`src/rtl/conv1_window_mac.sv`:
```
// conv1_window_mac: KxK sliding-window MAC over an IMG_W image, two kernels in parallel.
// Define CONV1_RELU_EN to clamp out0/out1 at zero when they are loaded.
module conv1_window_mac #(
    parameter int IMG_W = 28,
    parameter int K     = 5,
    parameter int DW    = 8,
    parameter int ACC_W = 21
) (
    input  logic             clk,
    input  logic             reset,
    input  logic             start,
    output logic [9:0]       pix_addr,
    input  logic [DW-1:0]    pix_data,
    input  logic [DW-1:0]    w0,
    input  logic [DW-1:0]    w1,
    output logic             k_en,
    output logic             k_restart,
    output logic [ACC_W-1:0] out0,
    output logic [ACC_W-1:0] out1,
    output logic [9:0]       out_addr,
    output logic             out_valid,
    output logic             busy,
    output logic             done
);
    localparam int OUT_W = IMG_W - K + 1;
    localparam int KW    = $clog2(K);
    localparam int RW    = $clog2(OUT_W);
    localparam logic [2:0] S_IDLE = 3'd0, S_FETCH = 3'd1, S_DRAIN = 3'd2, S_EMIT = 3'd3, S_DONE = 3'd4;

    logic [2:0]             state_q, state_d;
    logic [KW-1:0]          ki_q, ki_d, kj_q, kj_d;
    logic [RW-1:0]          row_q, row_d, col_q, col_d;
    logic                   mac_v_q, mac_v_d, first_q, first_d;
    logic [ACC_W-1:0]       acc0_q, acc0_d, acc1_q, acc1_d;
    logic [ACC_W-1:0]       out0_q, out0_d, out1_q, out1_d;
    logic [9:0]             out_addr_q, out_addr_d;
    logic signed [2*DW-1:0] prod0, prod1;
    logic [ACC_W-1:0]       sum0, sum1, fin0, fin1;
    logic                   idle, fetch, drain, emit, kj_last, last_tap, col_last, row_last;

    always_comb begin
        idle     = state_q == S_IDLE;
        fetch    = state_q == S_FETCH;
        drain    = state_q == S_DRAIN;
        emit     = state_q == S_EMIT;
        kj_last  = kj_q == KW'(K-1);
        last_tap = kj_last && ki_q == KW'(K-1);
        col_last = col_q == RW'(OUT_W-1);
        row_last = row_q == RW'(OUT_W-1);
        // Pixel and weights arrive one cycle after their tap was issued.
        prod0    = $signed(pix_data) * $signed(w0);
        prod1    = $signed(pix_data) * $signed(w1);
        sum0     = (first_q ? '0 : acc0_q) + {{(ACC_W-2*DW){prod0[2*DW-1]}}, prod0};
        sum1     = (first_q ? '0 : acc1_q) + {{(ACC_W-2*DW){prod1[2*DW-1]}}, prod1};
`ifdef CONV1_RELU_EN
        fin0     = sum0[ACC_W-1] ? '0 : sum0;
        fin1     = sum1[ACC_W-1] ? '0 : sum1;
`else
        fin0     = sum0;
        fin1     = sum1;
`endif
        state_d    = idle     ? (start ? S_FETCH : S_IDLE) :
                     fetch    ? (last_tap ? S_DRAIN : S_FETCH) :
                     drain    ? S_EMIT :
                     emit     ? ((row_last && col_last) ? S_DONE : S_FETCH) : S_IDLE;
        kj_d       = (fetch && !kj_last) ? kj_q + 1'b1 : '0;
        ki_d       = (!fetch || last_tap) ? '0 : kj_last ? ki_q + 1'b1 : ki_q;
        col_d      = emit ? (col_last ? '0 : col_q + 1'b1) : col_q;
        row_d      = (emit && col_last) ? (row_last ? '0 : row_q + 1'b1) : row_q;
        mac_v_d    = fetch;
        first_d    = fetch && ki_q == '0 && kj_q == '0;
        acc0_d     = mac_v_q ? sum0 : acc0_q;
        acc1_d     = mac_v_q ? sum1 : acc1_q;
        out0_d     = drain ? fin0 : out0_q;
        out1_d     = drain ? fin1 : out1_q;
        out_addr_d = drain ? 10'(row_q) * 10'(OUT_W) + 10'(col_q) : out_addr_q;
    end

    always_ff @(posedge clk) begin
        if (!reset) begin
            state_q    <= S_IDLE;
            ki_q       <= '0;
            kj_q       <= '0;
            row_q      <= '0;
            col_q      <= '0;
            mac_v_q    <= 1'b0;
            first_q    <= 1'b0;
            acc0_q     <= '0;
            acc1_q     <= '0;
            out0_q     <= '0;
            out1_q     <= '0;
            out_addr_q <= '0;
        end else begin
            state_q    <= state_d;
            ki_q       <= ki_d;
            kj_q       <= kj_d;
            row_q      <= row_d;
            col_q      <= col_d;
            mac_v_q    <= mac_v_d;
            first_q    <= first_d;
            acc0_q     <= acc0_d;
            acc1_q     <= acc1_d;
            out0_q     <= out0_d;
            out1_q     <= out1_d;
            out_addr_q <= out_addr_d;
        end
    end

    assign pix_addr  = fetch ? (10'(row_q) + 10'(ki_q)) * 10'(IMG_W) + 10'(col_q) + 10'(kj_q) : '0;
    assign k_en      = fetch;
    assign k_restart = idle || emit || state_q == S_DONE;
    assign out_valid = emit;
    assign busy      = fetch || drain || emit;
    assign done      = state_q == S_DONE;
    assign out0      = out0_q;
    assign out1      = out1_q;
    assign out_addr  = out_addr_q;
endmodule

```
`config.mk`:
```
export PLATFORM = sky130hd
export DESIGN_NAME = conv1_window_mac
export DESIGN_NICKNAME = d
export VERILOG_FILES = /design/src/rtl/conv1_window_mac.sv
export SDC_FILE = /design/constraint.sdc
export NUM_CORES = 1
export LEC_CHECK = 0
export CELL_PAD_IN_SITES_DETAIL_PLACEMENT = 1
export CELL_PAD_IN_SITES_GLOBAL_PLACEMENT = 2
export CORE_MARGIN = 5
export CORE_UTILIZATION = 38
export CTS_BUF_LIST = sky130_fd_sc_hd__clkbuf_8
export DETAILED_ROUTE_END_ITERATION = 8
export PLACE_DENSITY = 0.9
export SLEW_MARGIN = 5
export SYNTH_ARGS = -nofsm -noshare
export SYNTH_HDL_FRONTEND = slang
export SYNTH_SLANG_ARGS = --single-unit
export TNS_END_PERCENT = 50
```
`constraint.sdc`:
```
create_clock -name clk -period 12.2 [get_ports clk]
set_input_delay 3.66 -clock clk [delete_from_list [all_inputs] [get_ports clk]]
set_output_delay 3.66 -clock clk [all_outputs]
set_load 0.05 [all_outputs]
```
==> impl_table.tex <==
\begin{tabular}{lr}
\hline
Metric & Value \\
\hline
\multicolumn{2}{l}{\textbf{Status}} \\
\quad Outcome & finished, final reports clean \\
\multicolumn{2}{l}{\textbf{Detailed routing}} \\
\quad Met3 routed WL & around 1.0 mm \\
\quad Via count normalized by instance count & just over 5 \\
\quad Met2 WL & between 15 and 20 mm \\
\quad Highest Signal Layer & met4 \\
\quad Pre-antenna DRT Iters & 4 \\
\quad Routed wire length per instance & 15.89 um \\
\quad WL met1 & 15.82 mm \\
\quad DRC viols & 0 \\
\quad Drt first-iter violations & 384 \\
\quad DRT antenna net count & 0 \\
\quad Total vias in the final route & 10.42k \\
\quad DRT Wirelength & approximately 33 mm \\
\multicolumn{2}{l}{\textbf{Job}} \\
\quad Count of maximum capacitance violations & 0 \\
\multicolumn{2}{l}{\textbf{Yosys}} \\
\quad Async set-reset flop share out of synthesis & 0 \\
\quad Most common flop cell mapped by yosys & sky130\_fd\_sc\_hd\_\_dfxtp\_1 \\
\quad Gate Count Post-Synth & 1,538 \\
\quad Mean area per synthesized cell & between 8 and 9 um2 \\
\quad Main combinational cell family by area after synthesis & adder cells \\
\quad Simple-gate share of the synthesized area & 0.2076 \\
\quad Share of the synthesized netlist area taken by xor and xnor gates & 0.06248 \\
\quad Synthesis warning total & 0 \\
\quad Mapped Nets & 1,819 \\
\quad Synthesized flop and latch total & around 120 \\
\quad Sequential area share after synthesis & 0.1763 \\
\quad Multiplexer share of the synthesized area & 0.03315 \\
\quad Number of enable-type register cells in the synthesized netlist & 0 \\
\quad Number of distinct library cell variants in the gate-level netlist after synthesis & 73 \\
\quad Mapped cell area & 0.01306 mm2 \\
\quad Compound-Gate Fraction of Synth Area & 0.1254 \\
\quad Adder-Cell Fraction of Synth Area & 0.3141 \\
\multicolumn{2}{l}{\textbf{Final layout}} \\
\quad Final std cell area, no fill & 0.01477 mm2 \\
\quad Antenna diode count & 0 \\
\quad Area grow syn2layout & 13.15\% \\
\quad Number of filler instances in the final layout & 4,015 \\
\quad Nets & approximately 1.9k \\
\quad Combined flip-flop and latch cell area & around 0.0023 mm2 \\
\quad Share of layout cells above drive strength 1 & 0.03582 \\
\quad Final core occ & 0.4384 \\
\quad Multi-input logic area & 0.009703 mm2 \\
\multicolumn{2}{l}{\textbf{Timing}} \\
\quad Unrepaired setup endpoints after global routing & false \\
\quad Count of pins over their slew limit & 0 \\
\quad Post-layout minimum cycle time & 10.51 ns \\
\quad Final setup vio count & 0 \\
\quad Remaining max-slew budget at the tightest pin & 0.2998 \\
\quad Accumulated negative setup slack & 0 ns \\
\quad Slew at the pin closest to its max-slew limit & about 1.1 ns \\
\quad Final Skew & $\sim$0.014 ns \\
\quad Crit share post-route & 0.8616 \\
\quad Highest clock frequency the design can meet & about 95 MHz \\
\quad Min Hold Slack & approximately 0.47 ns \\
\quad Final hold violation count & 0 \\
\multicolumn{2}{l}{\textbf{GRT}} \\
\quad Initial antenna violation count & 0 \\
\quad Total track usage & 0.1782 \\
\quad Pin count of the biggest net entering global routing & 118 \\
\quad Aggregate global routing overflow & 0 \\
\quad Via count of the first global-routing pass & approximately 12k \\
\quad First-pass GRT wire length & about 57 mm \\
\multicolumn{2}{l}{\textbf{Power and ir drop}} \\
\quad Sw Share & 0.5107 \\
\quad Sequential Power Share & 0.127 \\
\quad Total power of the final layout & between 3 and 4 mW \\
\quad Share of total power in combinational logic & 0.771 \\
\quad Worst IR drop on VDD & about 0.14 mV \\
\quad Leakage power total & between 6 and 7 nW \\
\quad Power density cells & between 200 and 250 mW/mm2 \\
\quad Reported net switching power & $\sim$1.7 mW \\
\quad Fraction of power consumed by the clock network & 0.102 \\
\quad Cell-internal power & $\sim$1.7 mW \\
\multicolumn{2}{l}{\textbf{Place}} \\
\quad Post-DP HPWL & around 26 mm \\
\quad Quantity of I/O buffers inserted on ports & 93 \\
\quad Final weighted congestion in routability-driven placement & slightly above 0.8 \\
\quad Placed inst area & between 0.01 and 0.015 mm2 \\
\multicolumn{2}{l}{\textbf{Clock network}} \\
\quad Root Buffer & sky130\_fd\_sc\_hd\_\_clkbuf\_8 \\
\quad TritonCTS Sinks & around 120 \\
\quad \# resized after CTS & 0 \\
\quad Number of CTS-inserted buffers & 17 \\
\quad TritonCTS clock tree & done \\
\quad Clock-pin slew on the worst setup and hold paths & roughly 0.080 ns \\
\quad Setup fix buffers added after clock tree synthesis & 0 \\
\quad Hold bufs inserted after CTS & 0 \\
\quad Count of H-tree levels built during CTS & 4 \\
\quad Longest Clk Path Bufs & 2 \\
\quad Clock insertion delay at the later pin of the skew report & around 0.45 ns \\
\multicolumn{2}{l}{\textbf{Worst setup path}} \\
\quad Critical register-to-register path endpoint & acc0\_q[18]\$\_SDFFE\_PN0P\_ \\
\quad Highest fanout seen on the critical path & 19 \\
\quad Family with the most delay on the worst path & adder cells \\
\quad Setup slack of the worst register-to-register path & 8.46 ns \\
\quad Startpoint of the worst register-to-register path & first\_q\$\_SDFF\_PN0\_ \\
\quad Cell with the largest stage delay on the worst path & sky130\_fd\_sc\_hd\_\_clkdlybuf4s50\_1 \\
\quad CP Capture Point & acc1\_q[18]\$\_SDFFE\_PN0P\_ \\
\quad Critical path class & in2reg \\
\quad Most frequent CP cell & sky130\_fd\_sc\_hd\_\_inv\_1 \\
\quad Number of cells on the critical path & 25 \\
\quad CP endpoint kind & flip-flop \\
\quad Startpoint of the worst setup timing path & pix\_data[7] \\
\quad Critical path required time & $\sim$13 ns \\
\quad Worst-case reg-to-reg path depth & 14 \\
\quad Worst stage delay on the critical path & 0.73 ns \\
\quad CP startpoint kind & primary input \\
\quad Worst Path Buf+Inv & 6 \\
\quad Data arrival at the endpoint of the critical path & approximately 11 ns \\
\multicolumn{2}{l}{\textbf{Die}} \\
\quad Total core area & $\sim$0.034 mm2 \\
\quad Starting utilization of the core area & 0.3875 \\
\quad Die Area & 0.03817 mm2 \\
\quad Count of boundary I/O pins & 94 \\
\quad Horiz. Die Dim & about 200 um \\
\quad Die outline height & roughly 200 um \\
\quad Core Rows & 67 \\
\multicolumn{2}{l}{\textbf{Worst hold path}} \\
\quad Worst hold path type & reg2reg \\
\hline
\end{tabular}
worst reg2reg max path, delay by kind of cell, from the launching register on:
kind	cells	cell delay, ns
adders and majority gates	2	0.66
buffers and inverters	1	0.42
and+or+nand+nor	3	0.32
DFF	1	0.31
AOI/OAI and AO/OA	8	1.88
area by class of cell:
type,instances,area share
inverters,231,0.05903
repair buffers,97,0.06487
multi-input cells,1144,0.6568
clock buffers,17,0.01584
flip-flops and latches,115,0.1559
clock inverters,15,0.009654
well taps,448,0.03794
per-stage QoR:
stage,setup slack (ns),cells
floorplan,2.548,1538
global placement,1.530,2035
detailed placement,1.239,2035
CTS,1.719,2067
global route,1.326,2067
finish,1.688,2067
logic make-up after synthesis:
| family | count (synthesis) |
|---|---|
| mux | 43 |
| xor+xnor | 91 |
| buf+inv | 279 |
| simple gates | 515 |
| compound gates | 241 |
| flops | 115 |
| fa+ha+maj | 254 |
layout by cell type, fill, tap and decap left out, types with 3 or more instances in the layout:
cell,netlist,routed
sky130_fd_sc_hd__a21o_1,14,14
sky130_fd_sc_hd__nand3_1,19,19
sky130_fd_sc_hd__buf_4,1,5
sky130_fd_sc_hd__clkinv_2,0,4
sky130_fd_sc_hd__xnor2_1,68,68
sky130_fd_sc_hd__nand4b_1,4,4
sky130_fd_sc_hd__o211ai_1,5,5
sky130_fd_sc_hd__a31oi_1,5,5
sky130_fd_sc_hd__dfxtp_1,115,114
sky130_fd_sc_hd__o21a_1,9,9
sky130_fd_sc_hd__nor2_1,59,59
sky130_fd_sc_hd__and2_1,104,104
sky130_fd_sc_hd__xor2_1,22,22
sky130_fd_sc_hd__nor3_1,13,13
sky130_fd_sc_hd__nand2b_1,14,14
sky130_fd_sc_hd__nor2b_1,99,99
sky130_fd_sc_hd__o21ai_0,37,37
sky130_fd_sc_hd__nand2_1,152,152
sky130_fd_sc_hd__clkinvlp_4,0,5
sky130_fd_sc_hd__nand4_1,12,12
sky130_fd_sc_hd__o21ai_1,4,4
sky130_fd_sc_hd__a21oi_1,66,66
sky130_fd_sc_hd__nand3b_1,10,10
sky130_fd_sc_hd__ha_1,131,131
sky130_fd_sc_hd__inv_6,1,3
sky130_fd_sc_hd__fa_1,123,123
sky130_fd_sc_hd__a211oi_1,8,8
sky130_fd_sc_hd__inv_1,228,230
sky130_fd_sc_hd__clkbuf_8,0,17
sky130_fd_sc_hd__clkdlybuf4s50_1,0,92
sky130_fd_sc_hd__mux2i_1,41,41
sky130_fd_sc_hd__a21boi_0,36,36
sky130_fd_sc_hd__o21bai_1,10,10
sky130_fd_sc_hd__o211a_1,12,12
sky130_fd_sc_hd__and3_1,9,9
sky130_fd_sc_hd__o22ai_1,4,4
sky130_fd_sc_hd__or3_1,4,4
sky130_fd_sc_hd__a21boi_1,3,3
Yosys cell counts (4+ instances only):
master / n / area, um2
sky130_fd_sc_hd__nor2_1: 59 / 221.5
sky130_fd_sc_hd__ha_1: 131 / 1639
sky130_fd_sc_hd__nor3_1: 13 / 65.06
sky130_fd_sc_hd__inv_1: 228 / 855.8
sky130_fd_sc_hd__nand3b_1: 10 / 75.07
sky130_fd_sc_hd__nand3_1: 19 / 95.09
sky130_fd_sc_hd__a21boi_0: 36 / 270.3
sky130_fd_sc_hd__nand4b_1: 4 / 35.03
sky130_fd_sc_hd__clkbuf_1: 45 / 168.9
sky130_fd_sc_hd__mux2i_1: 41 / 410.4
sky130_fd_sc_hd__xnor2_1: 68 / 595.6
sky130_fd_sc_hd__a21oi_1: 66 / 330.3
sky130_fd_sc_hd__nand2_1: 152 / 570.6
sky130_fd_sc_hd__a211oi_1: 8 / 60.06
sky130_fd_sc_hd__o21ai_0: 37 / 185.2
sky130_fd_sc_hd__and2_1: 104 / 650.6
sky130_fd_sc_hd__o21bai_1: 10 / 75.07
sky130_fd_sc_hd__o21a_1: 9 / 67.56
sky130_fd_sc_hd__nand4_1: 12 / 75.07
sky130_fd_sc_hd__xor2_1: 22 / 192.7
sky130_fd_sc_hd__and3_1: 9 / 56.30
sky130_fd_sc_hd__or3_1: 4 / 25.02
sky130_fd_sc_hd__a21o_1: 14 / 105.1
sky130_fd_sc_hd__nor2b_1: 99 / 619.3
sky130_fd_sc_hd__o211a_1: 12 / 120.1
sky130_fd_sc_hd__nand2b_1: 14 / 87.58
sky130_fd_sc_hd__a31oi_1: 5 / 31.28
sky130_fd_sc_hd__fa_1: 123 / 2462
sky130_fd_sc_hd__dfxtp_1: 115 / 2302
sky130_fd_sc_hd__o211ai_1: 5 / 37.54
sky130_fd_sc_hd__o21ai_1: 4 / 20.02
sky130_fd_sc_hd__o22ai_1: 4 / 25.02
worst min-delay path by stage:
stage | startpoint | slack [ns] | to | depth (start not counted)
after CTS | out1[20]$_SDFFE_PN0P_ | 0.47 | out1[20]$_SDFFE_PN0P_ | 2
final | out0[12]$_SDFFE_PN0P_ | 0.47 | out0[12]$_SDFFE_PN0P_ | 2
after global placement | out0[15]$_SDFFE_PN0P_ | 0.44 | out0[15]$_SDFFE_PN0P_ | 2
after floorplan | acc0_q[20]$_SDFFE_PN0P_ | 0.45 | acc0_q[20]$_SDFFE_PN0P_ | 2
after global routing | out1[20]$_SDFFE_PN0P_ | 0.49 | out1[20]$_SDFFE_PN0P_ | 2
after detailed placement | out0[15]$_SDFFE_PN0P_ | 0.46 | out0[15]$_SDFFE_PN0P_ | 2
flip-flops by register name, indices dropped and copies added (netlist names):
signal	cells
acc0_q	21
acc1_q	21
out0	21
out1	21
out_addr	10
col_q	5
row_q	5
ki_q	3
kj_q	3
state_q	3
first_q	1
mac_v_q	1
per-layer routing:
metal	track usage	vias to the layer above
met4	0.03284	0
met5	0	-
met3	0.03274	28
met1	0.2360	5161
met2	0.3073	124
li1	-	5104
power groups by stage:
stage | registers, mW | logic, mW | clock network [mW]
2_1_floorplan | 0.438 | 2.07 | 0
3_3_place_gp | 0.441 | 2.57 | 0
3_5_place_dp | 0.444 | 2.63 | 0
4_1_cts | 0.435 | 2.66 | 0.364
5_1_grt | 0.440 | 2.97 | 0.380
6_report | 0.435 | 2.64 | 0.348
No activity file was read; power rests on OpenSTA's default activity.
